$ cat src/rtl/rgb_pwm_ctrl.sv
// rgb_pwm_ctrl: power sequencer and PWM generator for the three-channel RGB
// LED current-sink driver. Brings up the driver bias, holds for a settle
// interval, then gates each channel with an 8-bit frame-compare PWM. Duty and
// current codes are shadowed so they only change at frame boundaries while
// the LEDs are lit.
//
// Ports:
//   clk                 block clock
//   rst_n               synchronous active-low reset
//   wr_en/wr_addr/wr_data  single-cycle register write port (write-only bank)
//   rgbled_en           driver bias enable
//   cbit_rgb_en         bias current-path enable
//   rgb_pwm[2:0]        per-channel PWM gate, bit N gates cbit_rgbN
//   cbit_rgb0/1/2       6-bit current-select codes
//   ready               high only while in RUN
//   state               OFF=00, SETTLE=01, RUN=10, DRAIN=11
//
// Register map: 0x0 CTRL (bit0 led_on), 0x1 PRESC, 0x2-0x4 DUTY0..2,
//               0x5-0x7 CUR0..2 (bits 5:0). Other addresses are ignored.
//
// state  | meaning
// -------+-----------------------------------------------------------
// OFF    | bias and PWM off, shadows track registers
// SETTLE | bias on, PWM held low while the bias settles
// RUN    | bias on, PWM running, shadows reload at frame boundaries
// DRAIN  | led_on dropped, PWM finishes the current frame, then OFF

module rgb_pwm_ctrl #(
   parameter int SETTLE_CYCLES = 64,
   parameter int PRESC_W       = 8
) (
   input  logic         clk,
   input  logic         rst_n,
   input  logic         wr_en,
   input  logic [3:0]   wr_addr,
   input  logic [7:0]   wr_data,
   output logic         rgbled_en,
   output logic         cbit_rgb_en,
   output logic [2:0]   rgb_pwm,
   output logic [5:0]   cbit_rgb0,
   output logic [5:0]   cbit_rgb1,
   output logic [5:0]   cbit_rgb2,
   output logic         ready,
   output logic [1:0]   state
);

   typedef enum logic [1:0] {
      ST_OFF    = 2'b00,
      ST_SETTLE = 2'b01,
      ST_RUN    = 2'b10,
      ST_DRAIN  = 2'b11
   } state_t;

   localparam int SW = (SETTLE_CYCLES > 1) ? $clog2(SETTLE_CYCLES) : 1;
   localparam logic [SW-1:0]      SETTLE_LAST = SW'(SETTLE_CYCLES - 1);
   localparam logic [SW-1:0]      SETTLE_ONE  = SW'(1);
   localparam logic [PRESC_W-1:0] PRESC_ONE   = PRESC_W'(1);

   state_t              st;
   logic [SW-1:0]       settle_cnt;

   logic                led_on;
   logic [PRESC_W-1:0]  presc;
   logic [7:0]          duty    [3];
   logic [5:0]          cur     [3];
   logic [7:0]          duty_sh [3];
   logic [5:0]          cur_sh  [3];

   logic [PRESC_W-1:0]  presc_cnt;
   logic [7:0]          frame_cnt;

   logic                running;
   logic                tick;
   logic                frame_end;
   logic [2:0]          pwm_cmp;

   assign state     = st;
   assign cbit_rgb0 = cur_sh[0];
   assign cbit_rgb1 = cur_sh[1];
   assign cbit_rgb2 = cur_sh[2];

   // >= rather than == so shrinking PRESC below the live count ticks at once
   assign running   = (st == ST_RUN) || (st == ST_DRAIN);
   assign tick      = (presc_cnt >= presc);
   assign frame_end = running && tick && (frame_cnt == 8'hFF);

   always_comb begin
      pwm_cmp = '0;
      for (int n = 0; n < 3; n++) begin
         pwm_cmp[n] = (frame_cnt < duty_sh[n]);
      end
   end

   always_ff @(posedge clk) begin
      if (!rst_n) begin
         led_on <= 1'b0;
         presc  <= '0;
         for (int n = 0; n < 3; n++) begin
            duty[n] <= '0;
            cur[n]  <= '0;
         end
      end else if (wr_en) begin
         case (wr_addr)
            4'h0: led_on  <= wr_data[0];
            4'h1: presc   <= PRESC_W'(wr_data);
            4'h2: duty[0] <= wr_data;
            4'h3: duty[1] <= wr_data;
            4'h4: duty[2] <= wr_data;
            4'h5: cur[0]  <= wr_data[5:0];
            4'h6: cur[1]  <= wr_data[5:0];
            4'h7: cur[2]  <= wr_data[5:0];
            default: ;
         endcase
      end
   end

   always_ff @(posedge clk) begin
      if (!rst_n) begin
         st          <= ST_OFF;
         settle_cnt  <= '0;
         presc_cnt   <= '0;
         frame_cnt   <= '0;
         rgbled_en   <= 1'b0;
         cbit_rgb_en <= 1'b0;
         rgb_pwm     <= '0;
         ready       <= 1'b0;
         for (int n = 0; n < 3; n++) begin
            duty_sh[n] <= '0;
            cur_sh[n]  <= '0;
         end
      end else begin
         // Shadows see the register value from before this edge, so a write
         // landing on a boundary edge waits a full frame.
         if (!running || frame_end) begin
            for (int n = 0; n < 3; n++) begin
               duty_sh[n] <= duty[n];
               cur_sh[n]  <= cur[n];
            end
         end

         if (running) begin
            if (tick) begin
               presc_cnt <= '0;
               frame_cnt <= frame_cnt + 8'd1;
            end else begin
               presc_cnt <= presc_cnt + PRESC_ONE;
            end
         end else begin
            presc_cnt <= '0;
            frame_cnt <= '0;
         end

         case (st)
            ST_OFF: begin
               rgb_pwm <= '0;
               ready   <= 1'b0;
               if (led_on) begin
                  st          <= ST_SETTLE;
                  settle_cnt  <= '0;
                  rgbled_en   <= 1'b1;
                  cbit_rgb_en <= 1'b1;
               end else begin
                  rgbled_en   <= 1'b0;
                  cbit_rgb_en <= 1'b0;
               end
            end
            ST_SETTLE: begin
               rgb_pwm <= '0;
               if (!led_on) begin
                  st          <= ST_OFF;
                  rgbled_en   <= 1'b0;
                  cbit_rgb_en <= 1'b0;
               end else if (settle_cnt == SETTLE_LAST) begin
                  st    <= ST_RUN;
                  ready <= 1'b1;
               end else begin
                  settle_cnt <= settle_cnt + SETTLE_ONE;
               end
            end
            ST_RUN: begin
               rgb_pwm <= pwm_cmp;
               if (!led_on) begin
                  st    <= ST_DRAIN;
                  ready <= 1'b0;
               end
            end
            ST_DRAIN: begin
               if (led_on) begin
                  st      <= ST_RUN;
                  ready   <= 1'b1;
                  rgb_pwm <= pwm_cmp;
               end else if (frame_end) begin
                  st          <= ST_OFF;
                  rgb_pwm     <= '0;
                  rgbled_en   <= 1'b0;
                  cbit_rgb_en <= 1'b0;
               end else begin
                  rgb_pwm <= pwm_cmp;
               end
            end
            default: st <= ST_OFF;
         endcase
      end
   end

endmodule

$ cat config.mk
export PLATFORM = sky130hd
export DESIGN_NAME = rgb_pwm_ctrl
export DESIGN_NICKNAME = d
export VERILOG_FILES = /design/src/rtl/rgb_pwm_ctrl.sv
export SDC_FILE = /design/constraint.sdc
export NUM_CORES = 1
export LEC_CHECK = 0
export ABC_AREA = 1
export CORE_MARGIN = 5
export CORE_UTILIZATION = 63
export DETAILED_ROUTE_END_ITERATION = 6
export PLACE_DENSITY = 0.9
export SLEW_MARGIN = 10
export SYNTH_ARGS = -nofsm -noshare
export SYNTH_HDL_FRONTEND = slang
export SYNTH_SLANG_ARGS = --single-unit
export TNS_END_PERCENT = 30
$ cat constraint.sdc
create_clock -name clk -period 3.9 [get_ports clk]
set_input_delay 0.585 -clock clk [delete_from_list [all_inputs] [get_ports clk]]
set_output_delay 0.585 -clock clk [all_outputs]
set_load 0.005 [all_outputs]
==> results.py <==
metrics = {
    "outcome": {
        "status": "completed",
    },
    "floorplan": {
        "die_h_um": 102.8,
        "die_w_um": 102.8,
        "start_util_pct": 65.40,
        "core_area_sq_um": 8299,
        "die-area_sq_um": 10570,
        "pin_count": 41,
        "fp-row-count": 33,
    },
    "critical_path": {
        "cp_slowest_stage_delay_ns": 0.85,
        "slowest_stage": "clkdlybuf4s50_1",
        "path_max_fanout": 42,
        "end_kind": "register",
        "worstPathRequired_ns": 4.06,
        "r2r-start": "presc[3]$_SDFFE_PN0P_",
        "rrSetupSlack_ns": 1.64,
        "crit_chain": "clkdlybuf4s50_1 > nand2_1 > inv_1 > nand2_1 > buf_4",
        "crit_top_cell": "nand2_1",
        "r2r_cells": 12,
        "worstSetupPathType": "input port to register",
        "critPathLaunchType": "input port",
        "cp_data_arrival_time_ns": 2.69,
        "rr_endpoint": "cur_sh[0][14]$_SDFFCE_PN0P_",
    },
    "route": {
        "post_drt_wl_per_cell_um": 16.80,
        "drc": 0,
        "wirelength_um": 11810,
        "detail-route-antenna-nets": 0,
        "vias": 3877,
        "drt_iter0_drc": 330,
        "routed_via_density": 5.515,
        "drtPass1Iterations": 5,
    },
    "global_routing": {
        "grt_usage_pct": 24.50,
        "antenna_found_initial": 0,
        "grt.overflow.total": 0,
        "grt_pass1_vias": 4012,
        "grt_max_degree": 43,
        "grt_pass1_wl_um": 19440,
    },
    "cts": {
        "cts.sinks": 122,
        "clock_path_buffers": 2,
        "htree_levels": 4,
        "worstSkewPairLatency_ns": 0.52,
        "post_cts_buffers": 0,
        "clk_pin_slew_ns": 0.06,
        "cts_tree": "done",
        "cts_buffers": 17,
        "root_buffer": "clkbuf_8",
        "cts-hold-fix-buffers": 0,
        "cts_resized": 0,
    },
    "synthesis": {
        "synth-edff-count": 84,
        "synth.most_common_cell": "inv_1",
        "synthArstFlopShare_pct": 0,
        "synth_area_leaders": "edfxtp_1 (46%), dfxtp_1 (14%), inv_1 (7.6%)",
        "synth.top_cell.area_share_pct": 46.47,
        "synth_top_cell_by_area": "edfxtp_1",
        "yosysSeqAreaShare_pct": 60.49,
        "synth-seq-cells": 122,
        "synth_cell_types": 32,
        "synth_area_per_cell_sq_um": 10.16,
        "ys_warn_count": 0,
        "syn_inst": 534,
        "synth_fp_nets": 581,
        "synthTopCellsByCount": "inv_1 (110), edfxtp_1 (84), nor2_1 (74), nand2_1 (60), dfxtp_1 (38)",
        "synth-main-ff-cell": "edfxtp_1",
        "synth_area_sq_um": 5428,
    },
    "timing": {
        "rsz0062_at_grt": "no",
        "period_share_pct": 64.88,
        "layout_min_cycle_time_ns": 2.531,
        "slew_viol_final": 0,
        "fmax_mhz": 395.2,
        "finClkSkew_ns": 0.008486,
        "finalHoldViolCount": 0,
        "totalNegativeSetupSlack_ns": 0,
        "hold_ws_ns": 0.4836,
        "worst_slew_pin_slew_ns": 0.8395,
        "relSlewSlack_pct": 43.86,
        "finalSetupViolations": 0,
    },
    "power": {
        "ir_worst_vdd_mv": 0.4006,
        "power_mw": 3.457,
        "power_density_nw_per_um2": 531.0,
        "leakagePower_nw": 2.828,
    },
    "placed_design": {
        "place.gp.congestion": 0.8144,
        "hpwl_um": 7270,
        "io_buffer_count": 40,
        "place_inst": 671,
    },
    "cells_and_area": {
        "fillers": 434,
        "final_layout_size_suffix_gt1_share_pct": 10.03,
        "fin_nets": 632,
        "diodes": 0,
        "multi_input_area_sq_um": 1648,
        "regArea_sq_um": 3283,
        "area_delta_synth_final_pct": 19.94,
        "finalNonFillerCells": 703,
    },
    "min_path": {
        "min_to": "frame_cnt[0]$_SDFFE_PN0P_",
        "worstHoldPathType": "register to register",
        "min_from": "frame_cnt[0]$_SDFFE_PN0P_",
        "hold_depth": 1,
    },
    "flow_run": {
        "cap_violations": 0,
    },
}
-- metrics by stage --
stage	worst slack, ns	area, sq um	util [%]
floorplan	1.483	5428	-
global placement	1.043	5894	71.02
detailed placement	0.9572	5894	71.02
CTS	1.430	6510	78.44
global route	1.218	6510	78.44
finish	1.369	6510	78.44
-- layer usage --
| metal | vias to the layer above | part of all wire, % | global-route usage, % | wire (um) |
|---|---|---|---|---|
| met5 | - | 0 | 0 | 0 |
| met4 | 0 | 2.1 | 8.964 | 246 |
| met3 | 26 | 6.0 | 6.360 | 714 |
| met2 | 163 | 53 | 42.70 | 6201 |
| met1 | 1847 | 39 | 29.40 | 4647 |
| li1 | 1841 | - | - | - |
-- power breakdown --
| group | internal, mW | total (mW) | switching [mW] |
|---|---|---|---|
| logic | 0.117 | 0.293 | 0.176 |
| clock network | 1.00 | 1.63 | 0.632 |
| registers | 1.49 | 1.53 | 0.0393 |
| total | 2.61 | 3.46 | 0.847 |
-- worst max-delay path, delay by kind of cell --
family,cells,cell delay [ns]
buffers and inverters,3,1.52
and+or+nand+nor,2,0.56
-- state kept, by name (all words and copies together), names as in the netlist, named ones only --
signal,cells
frame_cnt,8
duty,24
settle_cnt,6
presc_cnt,8
cbit_rgb_en,1
duty_sh,24
led_on,1
cur_sh,18
state,1
cur,18
rgb_pwm,3
presc,8
ready,1
-- area by class of cell --
cell class,instances,area share (%)
inverters,113,6.515
repair buffers,41,6.266
clock buffers,17,6.362
multi-input cells,290,25.31
well taps,105,2.018
flip-flops and latches,122,50.43
clock inverters,15,3.094
-- placed cells by master, fill, tap and decap left out, drive strengths merged --
cell           count
o21a               1
dfxtp             38
nor2              87
clkbuf            17
edfxtp            84
xnor2              4
o2111ai            1
nor3b              3
bufinv             3
nand2             68
ha                32
a31oi              2
a211oi             4
nor3               7
a21oi             36
o21ai             21
clkdlybuf4s50     40
buf                1
nand3             12
inv              124
o31ai              1
o211a              1
nand4              8
clkinvlp           1
xor2               2
-- cells by family (layout without fill, tap and decap cells) --
| family | Yosys count | count (layout) | share of synthesized area (%) |
|---|---|---|---|
| compound gates | 67 | 67 | 6.662 |
| xor+xnor | 6 | 6 | 0.9682 |
| simple gates | 185 | 185 | 15.35 |
| buf+inv | 122 | 186 | 9.152 |
| flops | 122 | 122 | 60.49 |
| fa+ha+maj | 32 | 32 | 7.377 |
-- worst max path at each step --
stage | cells after the start | end | startpoint | slack (ns)
floorplan | 10 | cur_sh[0][0]$_SDFFCE_PN0P_ | presc_cnt[0]$_SDFF_PP0_ | 1.48
global placement | 5 | cur_sh[0][8]$_SDFFCE_PN0P_ | rst_n | 1.04
detailed placement | 5 | cur_sh[0][9]$_SDFFCE_PN0P_ | rst_n | 0.96
CTS | 5 | cur_sh[0][6]$_SDFFCE_PN0P_ | rst_n | 1.43
global route | 6 | duty[0][16]$_DFFE_PP_ | rst_n | 1.22
finish | 5 | cur_sh[0][13]$_SDFFCE_PN0P_ | rst_n | 1.37
Note: power is estimated with default switching activity, not from simulation.
